**src/rtl/isp_oecf_pkg.sv**
```systemverilog
// Shared types and constants for the OECF LUT loader: FSM states, table
// indices, default checksum width and the table-index to one-hot decode.
package isp_oecf_pkg;

  typedef enum logic [2:0] {
    ST_IDLE,
    ST_WRITE,
    ST_VERIFY,
    ST_FLUSH,
    ST_DONE
  } state_e;

  localparam logic [1:0] TBL_R  = 2'd0;
  localparam logic [1:0] TBL_GR = 2'd1;
  localparam logic [1:0] TBL_GB = 2'd2;
  localparam logic [1:0] TBL_B  = 2'd3;

  localparam int CHK_W_DEF = 16;

  function automatic logic [3:0] tbl_onehot(input logic [1:0] tbl);
    logic [3:0] oh;
    case (tbl)
      TBL_R:   oh = 4'b0001;
      TBL_GR:  oh = 4'b0010;
      TBL_GB:  oh = 4'b0100;
      TBL_B:   oh = 4'b1000;
      default: oh = 4'b0000;
    endcase
    return oh;
  endfunction

endpackage

```
**src/rtl/isp_oecf_lut_loader_if.sv**
```systemverilog
// Host entry stream plus the shared tuning-side port of the four OECF tables.
// The loader is the slave of the entry stream and drives the table port.
interface isp_oecf_lut_loader_if #(
  parameter int BITS = 8
);

  logic              cfg_valid;
  logic              cfg_ready;
  logic [BITS-1:0]   cfg_data;
  logic [3:0]        table_wen;
  logic [3:0]        table_ren;
  logic [BITS-1:0]   table_addr;
  logic [BITS-1:0]   table_wdata;
  logic [4*BITS-1:0] table_rdata;

  modport slave (
    input  cfg_valid, cfg_data, table_rdata,
    output cfg_ready, table_wen, table_ren, table_addr, table_wdata
  );

  modport master (
    output cfg_valid, cfg_data, table_rdata,
    input  cfg_ready, table_wen, table_ren, table_addr, table_wdata
  );

endinterface

```
**src/rtl/isp_oecf_lut_loader_chk.sv**
```systemverilog
// Modulo-2**CHK_W accumulator of zero-extended data words with synchronous
// clear; one copy sums written entries, another sums the readback.
module isp_oecf_lut_chk
  import isp_oecf_pkg::*;
#(
  parameter int CHK_W = CHK_W_DEF,
  parameter int DW    = 8
) (
  input  logic             clk,
  input  logic             rst_n,
  input  logic             i_clr,
  input  logic             i_en,
  input  logic [DW-1:0]    i_data,
  output logic [CHK_W-1:0] o_sum
);

  logic [CHK_W-1:0] r_sum;

  always_ff @(posedge clk or negedge rst_n) begin
    if (!rst_n) begin
      r_sum <= '0;
    end else if (i_clr) begin
      r_sum <= '0;
    end else if (i_en) begin
      r_sum <= r_sum + CHK_W'(i_data);
    end
  end

  assign o_sum = r_sum;

endmodule

```
**src/rtl/isp_oecf_lut_loader.sv**
```systemverilog
// Programs the R/GR/GB/B OECF tables from the host entry stream and can read
// all four back, flagging err when the readback sum differs from the write sum.
//
// state  | meaning
// IDLE   | waiting for start
// WRITE  | accepting entries, one registered table write per handshake
// VERIFY | one table read per cycle over all locations in write order
// FLUSH  | last read data in flight
// DONE   | one-cycle done pulse, checksum compare
module isp_oecf_lut_loader
  import isp_oecf_pkg::*;
#(
  parameter int BITS        = 8,
  parameter bit SYNC_VBLANK = 1'b1,
  parameter int CHK_W       = CHK_W_DEF
) (
  input  logic                 pclk,
  input  logic                 rst_n,
  input  logic                 in_vsync,
  input  logic                 start,
  input  logic                 verify_en,
  isp_oecf_lut_loader_if.slave bus,
  output logic                 busy,
  output logic                 done,
  output logic                 err,
  output logic [CHK_W-1:0]     checksum
);

  localparam logic [BITS-1:0] ADDR_MAX = '1;

  state_e          r_state;
  state_e          w_state_nxt;
  logic [1:0]      r_tbl;
  logic [BITS-1:0] r_addr;
  logic            r_verify;
  logic            r_last_wr;
  logic            r_err;
  logic [3:0]      r_wen;
  logic [BITS-1:0] r_wr_addr;
  logic [BITS-1:0] r_wr_data;
  logic            r_rd_vld;
  logic [1:0]      r_rd_tbl;

  logic             w_ready;
  logic             w_hs;
  logic             w_start_acc;
  logic             w_last_pos;
  logic             w_rd_issue;
  logic             w_mismatch;
  logic [BITS-1:0]  w_rd_slice;
  logic [CHK_W-1:0] w_wr_sum;
  logic [CHK_W-1:0] w_rd_sum;

  assign w_last_pos  = (r_tbl == TBL_B) && (r_addr == ADDR_MAX);
  // r_last_wr holds WRITE one extra cycle so the final strobe leaves before
  // the next phase, without accepting a 1025th entry.
  assign w_ready     = (r_state == ST_WRITE) && !r_last_wr && (!SYNC_VBLANK || in_vsync);
  assign w_hs        = bus.cfg_valid && w_ready;
  assign w_start_acc = start && (r_state == ST_IDLE);
  assign w_rd_issue  = (r_state == ST_VERIFY);
  assign w_rd_slice  = bus.table_rdata[r_rd_tbl*BITS +: BITS];
  assign w_mismatch  = r_verify && (w_rd_sum != w_wr_sum);

  always_ff @(posedge pclk or negedge rst_n) begin
    if (!rst_n) begin
      r_state <= ST_IDLE;
    end else begin
      r_state <= w_state_nxt;
    end
  end

  always_comb begin
    w_state_nxt = r_state;
    busy        = 1'b1;
    done        = 1'b0;
    case (r_state)
      ST_IDLE: begin
        busy = 1'b0;
        if (start) w_state_nxt = ST_WRITE;
      end
      ST_WRITE: begin
        if (r_last_wr) w_state_nxt = r_verify ? ST_VERIFY : ST_DONE;
      end
      ST_VERIFY: begin
        if (w_last_pos) w_state_nxt = ST_FLUSH;
      end
      ST_FLUSH: begin
        w_state_nxt = ST_DONE;
      end
      ST_DONE: begin
        done        = 1'b1;
        w_state_nxt = ST_IDLE;
      end
      default: begin
        w_state_nxt = ST_IDLE;
      end
    endcase
  end

  always_ff @(posedge pclk or negedge rst_n) begin
    if (!rst_n) begin
      r_tbl     <= TBL_R;
      r_addr    <= '0;
      r_verify  <= 1'b0;
      r_last_wr <= 1'b0;
      r_err     <= 1'b0;
      r_wen     <= '0;
      r_wr_addr <= '0;
      r_wr_data <= '0;
      r_rd_vld  <= 1'b0;
      r_rd_tbl  <= TBL_R;
    end else begin
      r_wen     <= '0;
      r_wr_addr <= '0;
      r_wr_data <= '0;
      r_rd_vld  <= w_rd_issue;
      r_rd_tbl  <= r_tbl;
      if (w_start_acc) begin
        r_tbl     <= TBL_R;
        r_addr    <= '0;
        r_verify  <= verify_en;
        r_last_wr <= 1'b0;
        r_err     <= 1'b0;
      end else if (w_hs) begin
        r_wen     <= tbl_onehot(r_tbl);
        r_wr_addr <= r_addr;
        r_wr_data <= bus.cfg_data;
        r_addr    <= r_addr + BITS'(1);
        if (r_addr == ADDR_MAX) r_tbl <= r_tbl + 2'd1;
        r_last_wr <= w_last_pos;
      end else if (w_rd_issue) begin
        r_addr <= r_addr + BITS'(1);
        if (r_addr == ADDR_MAX) r_tbl <= r_tbl + 2'd1;
      end
      if ((r_state == ST_DONE) && w_mismatch) r_err <= 1'b1;
    end
  end

  isp_oecf_lut_chk #(.CHK_W(CHK_W), .DW(BITS)) u_chk_wr (
    .clk    (pclk),
    .rst_n  (rst_n),
    .i_clr  (w_start_acc),
    .i_en   (w_hs),
    .i_data (bus.cfg_data),
    .o_sum  (w_wr_sum)
  );

  isp_oecf_lut_chk #(.CHK_W(CHK_W), .DW(BITS)) u_chk_rd (
    .clk    (pclk),
    .rst_n  (rst_n),
    .i_clr  (w_start_acc),
    .i_en   (r_rd_vld),
    .i_data (w_rd_slice),
    .o_sum  (w_rd_sum)
  );

  // Read addresses come straight from the walk counter so the first read
  // lands the cycle after the last write strobe.
  assign bus.cfg_ready   = w_ready;
  assign bus.table_wen   = r_wen;
  assign bus.table_ren   = w_rd_issue ? tbl_onehot(r_tbl) : 4'b0000;
  assign bus.table_addr  = w_rd_issue ? r_addr : r_wr_addr;
  assign bus.table_wdata = r_wr_data;

  assign err      = r_err || ((r_state == ST_DONE) && w_mismatch);
  assign checksum = w_wr_sum;

endmodule
```
**src/flat_wrapper.sv**
```systemverilog
// flat-port wrapper written by rule: the top's interface ports become plain ports
module isp_oecf_lut_loader_flat import isp_oecf_pkg::*;
#(
  parameter int BITS        = 8,
  parameter bit SYNC_VBLANK = 1'b1,
  parameter int CHK_W       = CHK_W_DEF
)
  (pclk, rst_n, in_vsync, start, verify_en, busy, done, err, checksum, bus_cfg_valid, bus_cfg_data, bus_table_rdata, bus_cfg_ready, bus_table_wen, bus_table_ren, bus_table_addr, bus_table_wdata);
  isp_oecf_lut_loader_if #(.BITS(BITS)) bus_i ();
  input  logic pclk;
  input  logic rst_n;
  input  logic in_vsync;
  input  logic start;
  input  logic verify_en;
  output logic busy;
  output logic done;
  output logic err;
  output logic [CHK_W-1:0] checksum;
  input wire logic [$bits(bus_i.cfg_valid)-1:0] bus_cfg_valid;
  input wire logic [$bits(bus_i.cfg_data)-1:0] bus_cfg_data;
  input wire logic [$bits(bus_i.table_rdata)-1:0] bus_table_rdata;
  output wire logic [$bits(bus_i.cfg_ready)-1:0] bus_cfg_ready;
  output wire logic [$bits(bus_i.table_wen)-1:0] bus_table_wen;
  output wire logic [$bits(bus_i.table_ren)-1:0] bus_table_ren;
  output wire logic [$bits(bus_i.table_addr)-1:0] bus_table_addr;
  output wire logic [$bits(bus_i.table_wdata)-1:0] bus_table_wdata;
  assign bus_i.cfg_valid = bus_cfg_valid;
  assign bus_i.cfg_data = bus_cfg_data;
  assign bus_i.table_rdata = bus_table_rdata;
  assign bus_cfg_ready = bus_i.cfg_ready;
  assign bus_table_wen = bus_i.table_wen;
  assign bus_table_ren = bus_i.table_ren;
  assign bus_table_addr = bus_i.table_addr;
  assign bus_table_wdata = bus_i.table_wdata;
  isp_oecf_lut_loader #(.BITS(BITS), .SYNC_VBLANK(SYNC_VBLANK), .CHK_W(CHK_W)) u_core (.pclk(pclk), .rst_n(rst_n), .in_vsync(in_vsync), .start(start), .verify_en(verify_en), .bus(bus_i), .busy(busy), .done(done), .err(err), .checksum(checksum));
endmodule
```
**config.mk**
```make
export PLATFORM = sky130hd
export DESIGN_NAME = isp_oecf_lut_loader_flat
export DESIGN_NICKNAME = d
export VERILOG_FILES = /design/src/rtl/isp_oecf_pkg.sv /design/src/rtl/isp_oecf_lut_loader_if.sv /design/src/rtl/isp_oecf_lut_loader_chk.sv /design/src/rtl/isp_oecf_lut_loader.sv /design/src/flat_wrapper.sv
export SDC_FILE = /design/constraint.sdc
export NUM_CORES = 1
export LEC_CHECK = 0
export BUFFER_PORTS_ARGS = -buffer_cell sky130_fd_sc_hd__buf_4
export CORE_UTILIZATION = 55
export DETAILED_ROUTE_END_ITERATION = 7
export PLACE_DENSITY_LB_ADDON = 0.3
export REMOVE_ABC_BUFFERS = 1
export SKIP_LAST_GASP = 1
export SLEW_MARGIN = 10
export SYNTH_ARGS = -nofsm -noshare
export SYNTH_HDL_FRONTEND = slang
export SYNTH_SLANG_ARGS = --single-unit
```
**constraint.sdc**
```tcl
create_clock -name pclk -period 4.2 [get_ports pclk]
set_input_delay 0.42 -clock pclk [delete_from_list [all_inputs] [get_ports pclk]]
set_output_delay 0.42 -clock pclk [all_outputs]
set_load 0.02 [all_outputs]
```
# Word level (Yosys, flattened, before mapping)
# Index checks and enable logic that the tools add are counted.
[totals] word_cells=77 register_bits=71 output_inout_bits=44
[op_classes] eq_ne=12 reduce_logical=16 mux=31 addsub=4 n_shift=1
[op_table] cell="$mux 16" count=4
[op_table] cell="$mux 8" count=8
[op_table] cell="$add 16x8->16" count=2
[op_table] cell="$shiftx 32x6->8" count=1
[op_table] cell="$ne 16x16->1" count=1
[op_table] cell="$pmux 4 s4" count=1
[op_table] cell="$mux 3" count=4
[op_table] cell="$mux 4" count=3
[op_table] cell="$pmux 3 s4" count=1
[op_table] cell="$add 8x1->8 const B" count=1
[op_table] cell="$eq 8x8->1 const B" count=1
[op_table] cell="$mux 2" count=4
[op_table] cell="$logic_and 1x1->1" count=7
[op_table] cell="$eq 3x2->1 const B" count=2
[op_table] cell="$mux 1" count=6
[op_table] cell="$reduce_bool 2->1" count=3
[op_table] cell="$eq 2x2->1 const B" count=2
[op_table] cell="$ne 2x1->1 const B" count=2
[op_table] cell="$eq 3x1->1 const B" count=1
[op_table] cell="$eq 3x3->1 const B" count=1
[op_table] cell="$logic_not 3->1" count=1
[op_table] cell="$reduce_and 3->1" count=1
[op_table] cell="$reduce_bool 3->1" count=1
[op_table] cell="$add 2x1->2 const B" count=1
[op_table] cell="5 further kinds" count=5

# Longest topological paths before layout
[depth] depth_word=6 ltp_mapped=9

# Hierarchy
# Synthesis repeated with hierarchy kept, for this count alone.
[unflattened] hier_cells=451 hier_area_um2=4546.9
[by_module_without_submodules] module="isp_oecf_lut_loader" area_each_um2=2178.3 seq_area_each_um2=975.9 n_inst=1 cells_each=190
[by_module_without_submodules] module="isp_oecf_lut_chk (u_core.u_chk_rd)" area_each_um2=1187.4 seq_area_each_um2=400.4 n_inst=1 cells_each=130
[by_module_without_submodules] module="isp_oecf_lut_chk (u_core.u_chk_wr)" area_each_um2=1181.1 seq_area_each_um2=400.4 n_inst=1 cells_each=131

# Worst setup path after synthesis
# OpenSTA, ideal clock, no wires.
[synth_timing] path_type="reg2reg" from="register u_core.r_rd_tbl[0]" to="register u_core.u_chk_rd.r_sum[10] (netlist: u_core.u_chk_rd.o_sum[10])" period_less_slack_ns=2.970 path_buffers=1 arrival_ns=2.841 path_slack_ns=1.230 stages_incl_launch_ff=10 cell_sequence="dfrtp_1 -> clkbuf_1 -> mux4_2 -> ha_1 -> fa_1 -> a21o_1 -> a221oi_1 -> o21a_1 -> or4_1 -> a21oi_1"
[synth_between] elab_chain_len=4
[synth_lines] element="from (decl)" line="isp_oecf_lut_loader.sv:42" rtl="logic [1:0] r_rd_tbl;"
[synth_lines] element="from (signal assigned)" line="isp_oecf_lut_loader.sv:117" rtl="r_rd_tbl <= r_tbl;"
[synth_lines] element="$shiftx 32x6->8" line="isp_oecf_lut_loader.sv:61" rtl="assign w_rd_slice = bus.table_rdata[r_rd_tbl*BITS +: BITS];"
[synth_lines] element="$add 16x8->16" line="isp_oecf_lut_loader_chk.sv:25" rtl="r_sum <= r_sum + CHK_W'(i_data);"
[synth_lines] element="$mux 16" line="isp_oecf_lut_loader_chk.sv:24" rtl="end else if (i_en) begin"
[synth_lines] element="$mux 16" line="isp_oecf_lut_loader_chk.sv:22" rtl="end else if (i_clr) begin"
[synth_lines] element="to (signal assigned)" line="isp_oecf_lut_loader_chk.sv:25"
[synth_lines] element="to (decl)" line="isp_oecf_lut_loader_chk.sv:17" rtl="logic [CHK_W-1:0] r_sum;"
# No other way between the ends. The select of a mux whose other input is x is not followed.
# A chain may end at the register's enable or synchronous reset.

# Worst setup path in the final report
[layout_timing] from="register u_core.r_rd_tbl[0]" to="register u_core.u_chk_rd.r_sum[14] (netlist: u_core.u_chk_rd.o_sum[14])"
# Same word-level chain as after synthesis.

==> results.md <==
* Leak pwr at 2.52 nW
* Sequential Area at 0.00178 mm2
* Yosys top cell by area: dfrtp_1
* Worst rel slew slack at 41.4%
* Root Buffer: clkbuf_8
* Delay of the slowest critical-path stage at 640 ps
* Number of flops mapped to enable cells by yosys at 0
* WP data required at 4410 ps
* GR Util met1 at 32.5%
* H-tree depth at 3
* Yosys top cell area share at 41.5%
* Top area cells in the synthesized netlist: dfrtp_1, ha_1, mux4_2
* Worst vdd ir at 0.275 mV
* Port Buffers at 89
* Num CTS Buffers at 9
* Max frequency at 0.319 GHz
* Power Internal at 1.33 mW
* Inserted Diodes at 0
* GPL Wtd Cong at 0.888
* Routed Antenna Nets at 0
* Final instance area at 0.00519 mm2
* Mapped Avg Cell Area at 10.2 um2
* WL/cell at 16.1 um
* Worst EP arrival at 3340 ps
* Drt pass-1 iters at 5
* Yosys reg bits at 71
* Dpl hpwl at 7290 um
* HP Class: in2async
* Final setup viols at 0
* Hold_buf cts at 0
* Total congestion overflow at 0
* Most common cell in the netlist: dfrtp_1
* Post-DP Area at 0.00501 mm2
* Multi-input logic area at 0.00237 mm2
* Worst Tran Pin Value at 876 ps
* Net Switching at 0.746 mW
* Critical path's slowest cell: dfrtp_1
* M2 GR Usage at 41.7%
* Critical Path End Type: flip-flop
* GR peak layer: met2
* Resized Gates After CTS at 0
* Synth cell count leaders: dfrtp_1, nand2_1, and2_1
* Switch share at 36.0%
* I/O pin count at 90
* First-pass GRT wire length at 16,600 um
* Final Hold Viols at 0
* Clock-pin slew on the worst setup and hold paths at 70 ps
* Post-CTS setup buffer count at 0
* Largest net degree at the start of global routing at 72
* Synth unique cells at 58
* Critical Path Start Type: flip-flop
* Post-Syn Area at 0.00428 mm2
* Register area share after synthesis at 41.5%
* DRC at 0
* Post-synth ARST share at 100%
* Fraction of layout cells with a size suffix above 1 at 26.2%
* Vias at 3,595
* Critical Path Source: u_core.r_rd_tbl[0]
* Clock skew at 4.94 ps
* CP Class: reg2reg
* Cells along the critical path: mux4_2, ha_1, fa_1, a21o_1, a221oi_1, o21a_1, or4_1, a21oi_1
* Filler cells at 591
* Power share of the clock group at 24.3%
* FP Rows at 31
* Seq pwr share at 43.9%
* TritonCTS clock tree: built
* P&R area growth vs syn at 21.2%
* Max Slew Vio Count at 0
* Initial Util at 58.0%
* Die height at 90.2 um
* Post-DR vias/cell at 5.89
* Status: finished, final reports clean
* Initial antenna violation count at 0
* RSZ-0062 raised after global routing: no
* DR iter-0 viols at 293
* Top_reg_cell synth: dfrtp_1
* Final period util at 74.5%
* Reg-to-reg startpoint: u_core.r_rd_tbl[0]
* Synth Instances at 420
* Met3 Usage GRT at 3.81%
* Combinational share of power at 31.9%
* Clk buf depth at 2
* CTS Sinks at 71
* Synth Warn # at 0
* Setup TNS at 0 ps
* Final wirelength at 9840 um
* CP Max Fanout at 8
* Total die area at 0.00813 mm2
* Die width at 90.2 um
* Vias in the first global route at 3,555
* Pwr/cell area at 400 mW/mm2
* Max cap viols at 0
* Nets at 576
* Core Area at 0.00737 mm2
* Min Tclk post-route at 3130 ps
* Clk_lat worst skew at 360 ps
* GRT Util Overall at 25.6%
==> placed cells by master, fill, tap and decap left out, types with 3 or more instances in the layout <==
| master | instances |
|---|---|
| nand4_1 | 9 |
| or4_1 | 7 |
| dfrtp_1 | 71 |
| or3_1 | 6 |
| buf_4 | 91 |
| a211o_1 | 4 |
| mux2i_1 | 9 |
| o211ai_1 | 7 |
| nor4_1 | 5 |
| clkbuf_8 | 11 |
| ha_1 | 22 |
| a21o_1 | 5 |
| inv_1 | 14 |
| and2_1 | 27 |
| xnor2_1 | 11 |
| nand2b_1 | 6 |
| o21ai_0 | 22 |
| mux2_2 | 9 |
| nor3_1 | 7 |
| xor2_1 | 20 |
| o31ai_1 | 6 |
| a21boi_0 | 3 |
| nand2_1 | 31 |
| clkinv_2 | 4 |
| mux4_2 | 8 |
| nand3_1 | 15 |
| a21oi_1 | 16 |
| nor2_1 | 25 |
==> state kept, by name (all words and copies together) (netlist names), 2 cells and up <==
register and cells:
u_core.r_rd_tbl 2, u_core.r_state 3, u_core.r_addr 8, u_core.u_chk_wr.o_sum 16, u_core.bus.table_wen 4, u_core.bus.table_wdata 8, u_core.r_wr_addr 8, u_core.u_chk_rd.o_sum 16
u_core.r_tbl 2
==> power by group through the flow <==
| stage | logic [mW] | registers (mW) | clock network, mW |
|---|---|---|---|
| floorplan | 0.382 | 0.945 | 0 |
| global placement | 0.637 | 0.913 | 0 |
| detailed placement | 0.660 | 0.917 | 0 |
| CTS | 0.662 | 0.907 | 0.506 |
| global route | 0.732 | 0.925 | 0.526 |
| finish | 0.660 | 0.909 | 0.503 |
==> path summary, 6_finish.rpt <==
| kind | endpoint | depth (start not counted) | slack (ps) |
|---|---|---|---|
| max | u_core.u_chk_rd.o_sum[14] | 8 | 1070 |
| min | u_core.bus.table_wdata[7] | 1 | 170 |
| max reg2reg | u_core.u_chk_rd.o_sum[14] | 8 | 1070 |
| min reg2reg | u_core.r_rd_tbl[1] | 0 | 480 |
| max in group asynchronous | u_core.u_chk_rd.o_sum[0] | 1 | 3470 |
| min in group pclk | u_core.bus.table_wdata[0] | 2 | 280 |
==> worst max-delay path, delay by kind of cell (launching register included) <==
kind | cells | cell delay [ps]
DFF | 1 | 640
AOI/OAI and AO/OA | 4 | 970
adders and majority gates | 2 | 650
and+or+nand+nor | 1 | 150
muxes | 1 | 580
==> layer usage <==
| layer | wire [um] | up-vias |
|---|---|---|
| met5 | 0 | - |
| met4 | 287 | 0 |
| met3 | 484 | 26 |
| met2 | 4900 | 127 |
| met1 | 4160 | 1748 |
| li1 | - | 1694 |
==> logic make-up (layout without fill, tap and decap cells) <==
kind of cell,count (synthesis),after routing,synth area share [%]
buffers and inverters,30,121,2.95
AND/OR/NAND/NOR,160,160,21.3
AO/OA/AOI/OAI,78,78,11.8
adder cells (fa/ha/maj),24,24,7.37
multiplexers,26,26,8.69
flip-flops,71,71,41.5
XOR/XNOR,31,31,6.35
==> per-stage QoR <==
step,hold WS [ps],utilization [%],power [mW],setup WS (ps),cells
floorplan,124,-,1.33,1360,404
global placement,465,68.0,1.55,1210,594
detailed placement,472,68.0,1.58,1080,594
CTS,216,70.4,2.07,1060,610
global route,272,70.4,2.18,844,610
finish,171,70.4,2.07,1070,610
==> layout make-up <==
cell class	instances	share of cell area, %
clock buffers	12	2.99
clock inverters	4	0.386
inverters	14	1.01
multi-input cells	319	45.8
flip-flops and latches	71	34.3
well taps	99	2.39
repair buffers	91	13.2
(Power assumes the default switching activity.)
